[src/rtl/pipe_run_controller_if.sv]
// Host/core-side bundle of the run controller: program stream, processor load port,
// observed registers and run status; master = host/bench side, slave = controller side.
interface pipe_run_controller_if #(
    parameter int WIDTH       = 32,
    parameter int DEPTH_WORDS = 1024,
    parameter int CNT_W       = 32
);
    localparam int LEN_W = $clog2(DEPTH_WORDS) + 1;

    logic             start;
    logic             mode;
    logic [WIDTH-1:0] expected;
    logic [LEN_W-1:0] prog_len;
    logic             ld_valid;
    logic             ld_ready;
    logic [WIDTH-1:0] ld_data;
    logic             cpu_reset;
    logic             memEn;
    logic [WIDTH-1:0] memAddr;
    logic [WIDTH-1:0] memData;
    logic [WIDTH-1:0] gp;
    logic [WIDTH-1:0] a7;
    logic [WIDTH-1:0] a0;
    logic             busy;
    logic             done;
    logic             pass;
    logic             timeout;
    logic [WIDTH-1:0] fail_code;
    logic [CNT_W-1:0] cycle_count;

    modport master (
        output start, mode, expected, prog_len, ld_valid, ld_data, gp, a7, a0,
        input  ld_ready, cpu_reset, memEn, memAddr, memData,
               busy, done, pass, timeout, fail_code, cycle_count
    );

    modport slave (
        input  start, mode, expected, prog_len, ld_valid, ld_data, gp, a7, a0,
        output ld_ready, cpu_reset, memEn, memAddr, memData,
               busy, done, pass, timeout, fail_code, cycle_count
    );
endinterface

[src/rtl/pipe_run_controller.sv]
// Loads a program into the core, holds it in reset, runs it and reports pass/fail/timeout.
// Load writes appear one cycle after each ld_valid&&ld_ready; ld_ready is high only in LOAD.
module pipe_run_controller #(
    parameter int WIDTH          = 32,
    parameter int DEPTH_WORDS    = 1024,
    parameter int RESET_CYCLES   = 2,
    parameter int TIMEOUT_CYCLES = 5000,
    parameter int CNT_W          = 32
) (
    input  logic                  clock,
    input  logic                  reset,
    pipe_run_controller_if.slave  bus
);
    localparam int LEN_W = $clog2(DEPTH_WORDS) + 1;
    localparam int HC_W  = $clog2(RESET_CYCLES) + 1;

    localparam logic [LEN_W-1:0] DEPTH_L    = LEN_W'(DEPTH_WORDS);
    localparam logic [HC_W-1:0]  HOLD_LAST  = HC_W'(RESET_CYCLES - 1);
    localparam logic [CNT_W-1:0] TIMEOUT_L  = CNT_W'(TIMEOUT_CYCLES);
    localparam logic [CNT_W-1:0] CNT_MAX    = '1;
    localparam logic [WIDTH-1:0] ECALL_EXIT = WIDTH'(93);
    localparam logic [WIDTH-1:0] GP_PASS    = WIDTH'(1);

    typedef enum logic [2:0] {S_IDLE, S_LOAD, S_HOLD, S_RUN, S_DONE} state_t;

    state_t           state, state_next;
    logic             mode_q;
    logic [WIDTH-1:0] expected_q;
    logic [LEN_W-1:0] len_q;
    logic [LEN_W-1:0] idx;
    logic [HC_W-1:0]  hold_cnt;

    logic             mem_en;
    logic [WIDTH-1:0] mem_addr;
    logic [WIDTH-1:0] mem_data;
    logic             done_q;
    logic             pass_q;
    logic             timeout_q;
    logic [WIDTH-1:0] fail_code_q;
    logic [CNT_W-1:0] cyc_cnt;

    logic             start_ok;
    logic [LEN_W-1:0] eff_len;
    logic             ld_fire;
    logic             hold_last;
    logic             hit;
    logic             hit_pass;
    logic             expired;
    logic [CNT_W-1:0] cnt_inc;

    always_ff @(posedge clock or posedge reset) begin
        if (reset) state <= S_IDLE;
        else       state <= state_next;
    end

    always_comb begin
        state_next = state;
        start_ok   = 1'b0;
        eff_len    = (bus.prog_len > DEPTH_L) ? DEPTH_L : bus.prog_len;
        ld_fire    = 1'b0;
        hold_last  = 1'b0;
        hit        = 1'b0;
        hit_pass   = 1'b0;
        expired    = 1'b0;
        // The counter value written at this edge includes the current RUN edge.
        cnt_inc    = (cyc_cnt == CNT_MAX) ? cyc_cnt : cyc_cnt + CNT_W'(1);
        case (state)
            S_IDLE, S_DONE: begin
                start_ok = bus.start;
                if (bus.start) state_next = (eff_len == '0) ? S_HOLD : S_LOAD;
            end
            S_LOAD: begin
                ld_fire = bus.ld_valid;
                if (ld_fire && idx == len_q - LEN_W'(1)) state_next = S_HOLD;
            end
            S_HOLD: begin
                hold_last = (hold_cnt == HOLD_LAST);
                if (hold_last) state_next = S_RUN;
            end
            S_RUN: begin
                if (mode_q) begin
                    hit      = (bus.a7 == ECALL_EXIT);
                    hit_pass = (bus.gp == GP_PASS);
                end else begin
                    hit      = (bus.a0 == expected_q);
                    hit_pass = 1'b1;
                end
                expired = (cnt_inc == TIMEOUT_L);
                if (hit || expired) state_next = S_DONE;
            end
            default: state_next = S_IDLE;
        endcase
    end

    always_ff @(posedge clock or posedge reset) begin
        if (reset) begin
            mode_q      <= 1'b0;
            expected_q  <= '0;
            len_q       <= '0;
            idx         <= '0;
            hold_cnt    <= '0;
            mem_en      <= 1'b0;
            mem_addr    <= '0;
            mem_data    <= '0;
            done_q      <= 1'b0;
            pass_q      <= 1'b0;
            timeout_q   <= 1'b0;
            fail_code_q <= '0;
            cyc_cnt     <= '0;
        end else begin
            mem_en <= ld_fire;
            if (ld_fire) begin
                mem_addr <= WIDTH'(idx) << 2;
                mem_data <= bus.ld_data;
                idx      <= idx + LEN_W'(1);
            end
            if (start_ok) begin
                mode_q      <= bus.mode;
                expected_q  <= bus.expected;
                len_q       <= eff_len;
                idx         <= '0;
                hold_cnt    <= '0;
                done_q      <= 1'b0;
                pass_q      <= 1'b0;
                timeout_q   <= 1'b0;
                fail_code_q <= '0;
                cyc_cnt     <= '0;
            end
            if (state == S_HOLD && !hold_last) hold_cnt <= hold_cnt + HC_W'(1);
            if (state == S_RUN) begin
                cyc_cnt <= cnt_inc;
                // A match on the timeout edge still counts as a match.
                if (hit) begin
                    done_q      <= 1'b1;
                    pass_q      <= hit_pass;
                    fail_code_q <= (mode_q && !hit_pass) ? (bus.gp >> 1) : '0;
                end else if (expired) begin
                    done_q    <= 1'b1;
                    timeout_q <= 1'b1;
                    pass_q    <= 1'b0;
                end
            end
        end
    end

    assign bus.ld_ready    = (state == S_LOAD);
    assign bus.cpu_reset   = (state != S_RUN);
    assign bus.busy        = (state == S_LOAD) || (state == S_HOLD) || (state == S_RUN);
    assign bus.memEn       = mem_en;
    assign bus.memAddr     = mem_addr;
    assign bus.memData     = mem_data;
    assign bus.done        = done_q;
    assign bus.pass        = pass_q;
    assign bus.timeout     = timeout_q;
    assign bus.fail_code   = fail_code_q;
    assign bus.cycle_count = cyc_cnt;
endmodule

[src/flat_wrapper.sv]
// flat-port wrapper written by rule: the top's interface ports become plain ports
module pipe_run_controller_flat 
#(
    parameter int WIDTH          = 32,
    parameter int DEPTH_WORDS    = 1024,
    parameter int RESET_CYCLES   = 2,
    parameter int TIMEOUT_CYCLES = 5000,
    parameter int CNT_W          = 32
)
  (clock, reset, bus_start, bus_mode, bus_expected, bus_prog_len, bus_ld_valid, bus_ld_data, bus_gp, bus_a7, bus_a0, bus_ld_ready, bus_cpu_reset, bus_memEn, bus_memAddr, bus_memData, bus_busy, bus_done, bus_pass, bus_timeout, bus_fail_code, bus_cycle_count);
  pipe_run_controller_if #(.WIDTH(WIDTH), .DEPTH_WORDS(DEPTH_WORDS), .CNT_W(CNT_W)) bus_i ();
  input  logic clock;
  input  logic reset;
  input wire logic [$bits(bus_i.start)-1:0] bus_start;
  input wire logic [$bits(bus_i.mode)-1:0] bus_mode;
  input wire logic [$bits(bus_i.expected)-1:0] bus_expected;
  input wire logic [$bits(bus_i.prog_len)-1:0] bus_prog_len;
  input wire logic [$bits(bus_i.ld_valid)-1:0] bus_ld_valid;
  input wire logic [$bits(bus_i.ld_data)-1:0] bus_ld_data;
  input wire logic [$bits(bus_i.gp)-1:0] bus_gp;
  input wire logic [$bits(bus_i.a7)-1:0] bus_a7;
  input wire logic [$bits(bus_i.a0)-1:0] bus_a0;
  output wire logic [$bits(bus_i.ld_ready)-1:0] bus_ld_ready;
  output wire logic [$bits(bus_i.cpu_reset)-1:0] bus_cpu_reset;
  output wire logic [$bits(bus_i.memEn)-1:0] bus_memEn;
  output wire logic [$bits(bus_i.memAddr)-1:0] bus_memAddr;
  output wire logic [$bits(bus_i.memData)-1:0] bus_memData;
  output wire logic [$bits(bus_i.busy)-1:0] bus_busy;
  output wire logic [$bits(bus_i.done)-1:0] bus_done;
  output wire logic [$bits(bus_i.pass)-1:0] bus_pass;
  output wire logic [$bits(bus_i.timeout)-1:0] bus_timeout;
  output wire logic [$bits(bus_i.fail_code)-1:0] bus_fail_code;
  output wire logic [$bits(bus_i.cycle_count)-1:0] bus_cycle_count;
  assign bus_i.start = bus_start;
  assign bus_i.mode = bus_mode;
  assign bus_i.expected = bus_expected;
  assign bus_i.prog_len = bus_prog_len;
  assign bus_i.ld_valid = bus_ld_valid;
  assign bus_i.ld_data = bus_ld_data;
  assign bus_i.gp = bus_gp;
  assign bus_i.a7 = bus_a7;
  assign bus_i.a0 = bus_a0;
  assign bus_ld_ready = bus_i.ld_ready;
  assign bus_cpu_reset = bus_i.cpu_reset;
  assign bus_memEn = bus_i.memEn;
  assign bus_memAddr = bus_i.memAddr;
  assign bus_memData = bus_i.memData;
  assign bus_busy = bus_i.busy;
  assign bus_done = bus_i.done;
  assign bus_pass = bus_i.pass;
  assign bus_timeout = bus_i.timeout;
  assign bus_fail_code = bus_i.fail_code;
  assign bus_cycle_count = bus_i.cycle_count;
  pipe_run_controller #(.WIDTH(WIDTH), .DEPTH_WORDS(DEPTH_WORDS), .RESET_CYCLES(RESET_CYCLES), .TIMEOUT_CYCLES(TIMEOUT_CYCLES), .CNT_W(CNT_W)) u_core (.clock(clock), .reset(reset), .bus(bus_i));
endmodule
[config.mk]
export PLATFORM = sky130hd
export DESIGN_NAME = pipe_run_controller_flat
export DESIGN_NICKNAME = d
export VERILOG_FILES = /design/src/rtl/pipe_run_controller_if.sv /design/src/rtl/pipe_run_controller.sv /design/src/flat_wrapper.sv
export SDC_FILE = /design/constraint.sdc
export NUM_CORES = 1
export LEC_CHECK = 0
export BUFFER_PORTS_ARGS = -buffer_cell sky130_fd_sc_hd__buf_2
export CORE_MARGIN = 3
export CORE_UTILIZATION = 40
export DETAILED_ROUTE_END_ITERATION = 10
export PLACE_DENSITY = 0.62
export SETUP_SLACK_MARGIN = 0.1
export SLEW_MARGIN = 20
export SYNTH_ARGS = -nofsm -noshare
export SYNTH_HDL_FRONTEND = slang
export SYNTH_SLANG_ARGS = --single-unit
[constraint.sdc]
create_clock -name clock -period 6.9 [get_ports clock]
set_input_delay 1.38 -clock clock [delete_from_list [all_inputs] [get_ports clock]]
set_output_delay 1.38 -clock clock [all_outputs]
set_load 0.02 [all_outputs]
==> results by group, run 1 <==
Floorplanning
  – Chip height: roughly 160 um
  – Initial Utilization: 0.4087
  – Core area: around 0.022 mm2
  – Row cnt: 54
  – I/O Pins: 311
  – Area of the die: 0.02427 mm2
  – Die width: roughly 160 um

STA
  – Max Clock Skew: between 0.01 and 0.015 ns
  – Setup TNS Final: 0 ns
  – Crit share post-route: 0.5858
  – Final Setup Violations: 0
  – Post-route minimum period: 4.042 ns
  – Count of pins over their slew limit: 0
  – Slew of the pin with the lowest slew margin: 1.013 ns
  – Fmax: 247.4 MHz
  – Unrepaired setup endpoints after global routing: no
  – Slew HR: 0.3225
  – Worst setup margin: 2.858 ns
  – Final hold vios: 0
  – Hold WS: 0.4991 ns

Setup path
  – Worst setup SP type: flip-flop
  – Worst EP arrival: 4.32 ns
  – Nature of the critical path endpoint: flip-flop
  – Setup Crit Path Kind: reg2reg
  – Crit path max fanout: 21
  – WP data required: 7.18 ns

CTS
  – Root Driver: clkbuf_16
  – Post-CTS resize count: 0
  – Cts hold-fix bufs: 0
  – TritonCTS Sinks: 171
  – TritonCTS buffer count: 17
  – Max Root-Sink Buffers: 2
  – # Post-CTS Setup Buffers: 0
  – Clk slew on worst S/H paths: 0.07 ns
  – Clock Latency Late Sink: 0.43 ns
  – H-tree depth: 4
  – CTS tree: done

Global routing
  – Vias in the first global route: 7,665
  – Pin count of the biggest net entering global routing: 100
  – Initial antenna violation count: 0
  – First-pass GRT wire length: 42,690 um
  – GRT Util Overall: 0.2184
  – Overflow after GRT: 0

Synth
  – Register bit total from synthesis: around 170
  – Ys async rst share: 1.000
  – Dominant synthesized flop cell: dfrtp_1
  – Synth unique cells: 59
  – Number of synthesis warnings: 0
  – Post-synth EDFFs: 0
  – Post-synthesis cell area: 0.008974 mm2
  – Sequential fraction of the synthesis area: 0.4769
  – Mapped Cells: roughly 940
  – Mean Syn Cell Area: between 9 and 10 um2

Route
  – Vias post-DR: 8,087
  – Met3 routed WL: ~1600 um
  – Met2 Routed Length: 13,020 um
  – Top layer in use: met4
  – Initial DRT Pass Iterations: 5
  – Routed Antenna Nets: 0
  – Metal1 wirelength: 11,970 um
  – WL final: 27,040 um
  – DR WL/cell: 18.11 um
  – Via density: roughly 5.4
  – # DRC: 0
  – DRT iter0 DRCs: 611

Power
  – Power, Total: 3.554 mW
  – VDD IR max: 166.6 uV
  – Power Density: 319.1 mW/mm2
  – Leak pwr: 5.308 nW

Layout
  – Share of layout cells above drive strength 1: 0.3240
  – Nets: 1,380
  – Most common cell after layout, fill and taps aside: buf_2
  – Reg area: 0.004279 mm2
  – Final cell count without fillers: 1,493
  – Antenna diode count: 0
  – Synth-to-Final Area Change: 24.15%
  – Multi-input gate area: 0.004355 mm2
  – Most frequent cells in the layout: buf_2 (289), dfrtp_1 (171), nand2_1 (159)
  – # fillers: 2,120

Worst hold path
  – Worst hold path type: reg2reg

Outcome
  – Status: complete, no violations

Run
  – Max-Cap Viols: 0

Placed design
  – Global placer's final weighted congestion: 0.9383
  – Dpl cells: 1,461
  – Dpl hpwl: 19,920 um
  – Worst slack, placed: about 2.4 ns
  – IO buf count: 289
-- worst max-delay path, cell delays in order (launching register included) --
cell and delay [ns]:
dfrtp_1 0.62, nand4_1 0.27, nor4_2 0.78, nand3_1 0.82, a211o_1 0.49, a211oi_1 0.38, nand4_1 0.22, nor2_1 0.22
o31ai_1 0.10
-- cells in the mapped netlist, drive strengths merged, types with 4 or more instances --
master	n	area (um2)
dfrtp	171	4279
nand2	160	600.6
nor2	48	180.2
o21ai	48	240.2
xnor2	47	411.6
clkbuf	45	168.9
mux2	44	495.5
nand4	33	212.7
a22o	32	280.3
buf	30	212.7
nand3	28	152.7
a21oi	24	120.1
nor4	24	162.7
nor3	20	100.1
o31ai	20	150.1
xor2	16	140.1
inv	14	52.55
nand3b	12	90.09
a31oi	11	68.82
or3	11	68.82
and3	9	56.30
and2	8	50.05
o41ai	7	61.31
and4	6	52.55
a211o	5	43.79
a211oi	4	30.03
ha	4	50.05
mux2i	4	40.04
nand2b	4	25.02
nand4b	4	35.03
nor4b	4	35.03
or4	4	33.78
-- through the flow --
stage | area, um2 | utilization
final | 11140 | 0.5074
after global routing | 11140 | 0.5074
after CTS | 11130 | 0.5070
after detailed placement | 10570 | 0.4813
after global placement | 10570 | 0.4813
after floorplan | 9049 | -
-- report_power, final --
group | switching (mW) | internal (mW)
sequential | 0.205 | 1.25
combinational | 0.671 | 0.485
clock | 0.434 | 0.506
total | 1.31 | 2.25
-- flip-flops by register name, summed over array words and instances, names as in the netlist --
| register | count |
|---|---|
| u_core.bus.cycle_count | 32 |
| u_core.bus.done | 1 |
| u_core.bus.fail_code | 32 |
| u_core.bus.memAddr | 11 |
| u_core.bus.memData | 32 |
| u_core.bus.memEn | 1 |
| u_core.bus.pass | 1 |
| u_core.bus.timeout | 1 |
| u_core.expected_q | 32 |
| u_core.hold_cnt | 2 |
| u_core.idx | 11 |
| u_core.len_q | 11 |
| u_core.mode_q | 1 |
| u_core.state | 3 |
-- final cells by class --
type,instances,area share
multi-input combinational,695,0.3909
inverter,15,0.005503
clock inverter,14,0.01224
tap,280,0.03145
clock buffer,18,0.03852
sequential,171,0.3841
timing repair buffer,300,0.1372
-- cells by family (layout without fill, tap and decap cells) --
kind of cell | Yosys count | in the layout | share of synthesized area
AND/OR/NAND/NOR | 382 | 382 | 0.2119
AO/OA/AOI/OAI | 177 | 177 | 0.1352
flip-flops | 171 | 171 | 0.4769
buffers and inverters | 90 | 347 | 0.04880
XOR/XNOR | 63 | 63 | 0.06149
multiplexers | 48 | 48 | 0.05968
adder cells (fa/ha/maj) | 4 | 4 | 0.005577
other | 1 | 21 | 0.0004179
-- per-layer routing --
layer  track usage  vias to the layer above
met4       0.05593                        0
met2        0.3645                      317
li1              -                     3854
met3       0.03578                       27
met5             0                        -
met1        0.2981                     3889
-- worst paths after layout --
kind | start | end | slack [ns] | cells past startpoint
setup / recovery | u_core.bus.cycle_count[16] | u_core.bus.pass | 2.86 | 8
hold / removal | u_core.expected_q[21] | u_core.expected_q[21] | 0.50 | 2
setup reg to reg | u_core.bus.cycle_count[16] | u_core.bus.pass | 2.86 | 8
hold reg to reg | u_core.expected_q[21] | u_core.expected_q[21] | 0.50 | 2
max in group asynchronous | reset | u_core.bus.cycle_count[25] | 4.22 | 3
min in group asynchronous | reset | u_core.bus.memData[24] | 1.11 | 2
Note: power is estimated with default switching activity, not from simulation.
==> run 2: changes to the inputs <==
--- a/config.mk
+++ b/config.mk
@@ -9,7 +9,7 @@
 export CORE_MARGIN = 3
 export CORE_UTILIZATION = 40
 export DETAILED_ROUTE_END_ITERATION = 10
-export PLACE_DENSITY = 0.62
+export PLACE_DENSITY = 0.65
 export SETUP_SLACK_MARGIN = 0.1
 export SLEW_MARGIN = 20
 export SYNTH_ARGS = -nofsm -noshare
==> constraint.sdc (replaced) <==
create_clock -name clock -period 3.25 [get_ports clock]
set_input_delay 0.65 -clock clock [delete_from_list [all_inputs] [get_ports clock]]
set_output_delay 0.65 -clock clock [all_outputs]
set_load 0.02 [all_outputs]
==> run 2 against run 1 <==
Fmax is 37% higher. Utilization is 1.2 points higher. Critical path depth is 1 higher. Clock-buffer cell count is 1 lower. Global-route usage is 0.16 points higher. Clock skew is 0.0016 ns higher. Sequential power is 110% higher. Sequential cell count stayed put. Via count is 1.4% higher. Hold slack worse by 0.10 ns. Combinational power is 120% higher. Setup slack worse by 2.6 ns.
==> results by group, run 2 (synthesis gave the netlist of run 1 again) <==
Outcome
  – Status: complete, no violations

Global routing
  – First-pass GRT wire length: 42,710 um (about the same)
  – Vias in the first global route: 7,994 (+4.3%)
  – Initial antenna violation count: 1 (+1)
  – Pin count of the biggest net entering global routing: 128 (+28%)
  – Overflow after GRT: 0 (unchanged)
  – GRT Util Overall: 0.2200 (+0.001589)

Setup path
  – Setup Crit Path Kind: reg2reg
  – WP data required: 3.56 ns (-3.62 ns)
  – Critical Path Start: u_core.bus.cycle_count[5]
  – Worst setup SP type: flip-flop
  – R2r startpoint: u_core.bus.cycle_count[5]
  – Reg2reg path depth: 9 (+1)
  – Crit path max fanout: 7 (-67%)
  – Nature of the critical path endpoint: flip-flop
  – Worst EP arrival: 3.26 ns (-1.06 ns)

Power
  – Sw power: 2.855 mW (+120%)
  – Power, Total: 7.757 mW (+120%)
  – Switching part of the total power: 0.3681 (about the same)
  – VDD IR max: 394.8 uV (+140%)
  – Leak pwr: 5.451 nW (+2.7%)
  – Logic gate share of total power: 0.325 (about the same)
  – Pint: 4.902 mW (+120%)
  – Power Density: 680.1 mW/mm2 (+110%)
  – Clock power frac: 0.280 (+0.016)
  – Sequential share of power: 0.395 (-0.015)

STA
  – Count of pins over their slew limit: 0 (unchanged)
  – Max Clock Skew: 0.01241 ns (+0.001580 ns)
  – Slew of the pin with the lowest slew margin: 0.7220 ns (-0.2907 ns)
  – Fmax: 338.5 MHz (+37%)
  – Slew HR: 0.5187 (+0.1962)
  – Crit share post-route: 0.9090 (+0.3232)
  – Final Setup Violations: 0 (unchanged)
  – Post-route minimum period: 2.954 ns (-1.088 ns)
  – Final hold vios: 0 (unchanged)
  – Setup TNS Final: 0 ns (unchanged)
  – Unrepaired setup endpoints after global routing: no

Placed design
  – IO buf count: 289 (unchanged)
  – Global placer's final weighted congestion: 0.9028 (-3.8%)
  – Dpl hpwl: 19,980 um (+0.30%)

Layout
  – Share of layout cells above drive strength 1: 0.3395 (+0.01556)
  – Most common cell after layout, fill and taps aside: buf_2
  – Nets: 1,401 (+1.5%)
  – Antenna diode count: 0 (unchanged)
  – Synth-to-Final Area Change: 27.09%
  – Most frequent cells in the layout: buf_2 (289), dfrtp_1 (170), nand2_1 (159)
  – # fillers: 2,028 (-4.3%)

Floorplanning
  – Area of the die: 0.02427 mm2 (unchanged)
  – Row cnt: 54 (unchanged)
  – Core area: 0.02196 mm2 (unchanged)
  – Initial Utilization: 0.4087 (unchanged)
  – Die width: 155.8 um (unchanged)
  – I/O Pins: 311 (unchanged)
  – Chip height: 155.8 um (unchanged)

Route
  – Routed Antenna Nets: 0 (unchanged)
  – DRT iter0 DRCs: 681 (+11%)
  – # DRC: 0 (unchanged)
  – Via density: 5.415 (about the same)
  – WL final: 27,260 um (+0.82%)
  – DR WL/cell: 18.00 um (-0.57%)
  – Initial DRT Pass Iterations: 8 (+3)
  – Vias post-DR: 8,199 (+1.4%)

CTS
  – Max Root-Sink Buffers: 2 (unchanged)
  – Cts hold-fix bufs: 0 (unchanged)
  – H-tree depth: 4 (unchanged)
  – TritonCTS buffer count: 17 (unchanged)
  – Clock Latency Late Sink: 0.43 ns (about the same)
  – TritonCTS Sinks: 171 (unchanged)
  – Root Driver: clkbuf_16
  – Clk slew on worst S/H paths: 0.07 ns (about the same)
  – CTS tree: done

Run
  – Max-Cap Viols: 0 (unchanged)

Worst hold path
  – Worst hold path type: in2async
==> run 2: layer usage <==
metal | share of wire | global-route usage
met5 | 0.00048 | 0
met4 | 0.024 | 0.07275
met3 | 0.070 | 0.04993
met2 | 0.47 | 0.3563
met1 | 0.44 | 0.2936
==> run 2: what timing repair did <==
action,in CTS,in global routing
gates resized for setup,0,4
setup endpoints to repair,0,6
setup buffers,0,1
==> run 2: layout make-up <==
class	count	area [um2]	area share
multi-input cells	695	4372	0.3833
flip-flops and latches	171	4280	0.3753
clock inverters	15	205.2	0.01799
inverters	15	60.06	0.005266
well taps	280	350.3	0.03072
repair buffers	321	1712	0.1501
clock buffers	17	425.4	0.03730
==> run 2: metrics by stage <==
stage | hold WS (ns) | instance area (um2) | cells | utilization | setup slack, ns
after floorplan | 0.4644 | 9052 | 956 | - | 0.4173
after global placement | 0.4777 | 10740 | 1481 | 0.4893 | 0.2053
after detailed placement | 0.4848 | 10750 | 1481 | 0.4895 | 0.1742
after CTS | 0.3877 | 11380 | 1513 | 0.5182 | 0.2680
after global routing | 0.3940 | 11400 | 1514 | 0.5194 | 0.1139
final | 0.3942 | 11400 | 1514 | 0.5194 | 0.2959
==> run 2: critical path: stages (launching register included) <==
cell and delay [ns]:
dfrtp_1 0.46, nand4_1 0.27, buf_4 0.25, or3_1 0.37, a2111oi_0 0.54, o211ai_1 0.17
nor4_1 0.25, nand4_1 0.20, o21ai_1 0.25, nand2_1 0.07
==> run 2: power groups by stage <==
| stage | Clock [mW] | Sequential [mW] | Combinational (mW) |
|---|---|---|---|
| 2_1_floorplan | 0 | 3.32 | 1.49 |
| 3_3_place_gp | 0 | 3.09 | 2.50 |
| 3_5_place_dp | 0 | 3.10 | 2.54 |
| 4_1_cts | 2.24 | 3.06 | 2.55 |
| 5_1_grt | 2.33 | 3.13 | 2.78 |
| 6_report | 2.17 | 3.06 | 2.52 |
==> run 2: path summary, 6_finish.rpt <==
check                      slack [ns]                         end
setup / recovery                 0.30             u_core.state[0]
hold / removal                   0.39        u_core.expected_q[4]
setup reg to reg                 0.30             u_core.state[0]
hold reg to reg                  0.50            u_core.len_q[10]
max in group asynchronous        2.24  u_core.bus.cycle_count[11]
min in group clock               0.41       u_core.expected_q[28]
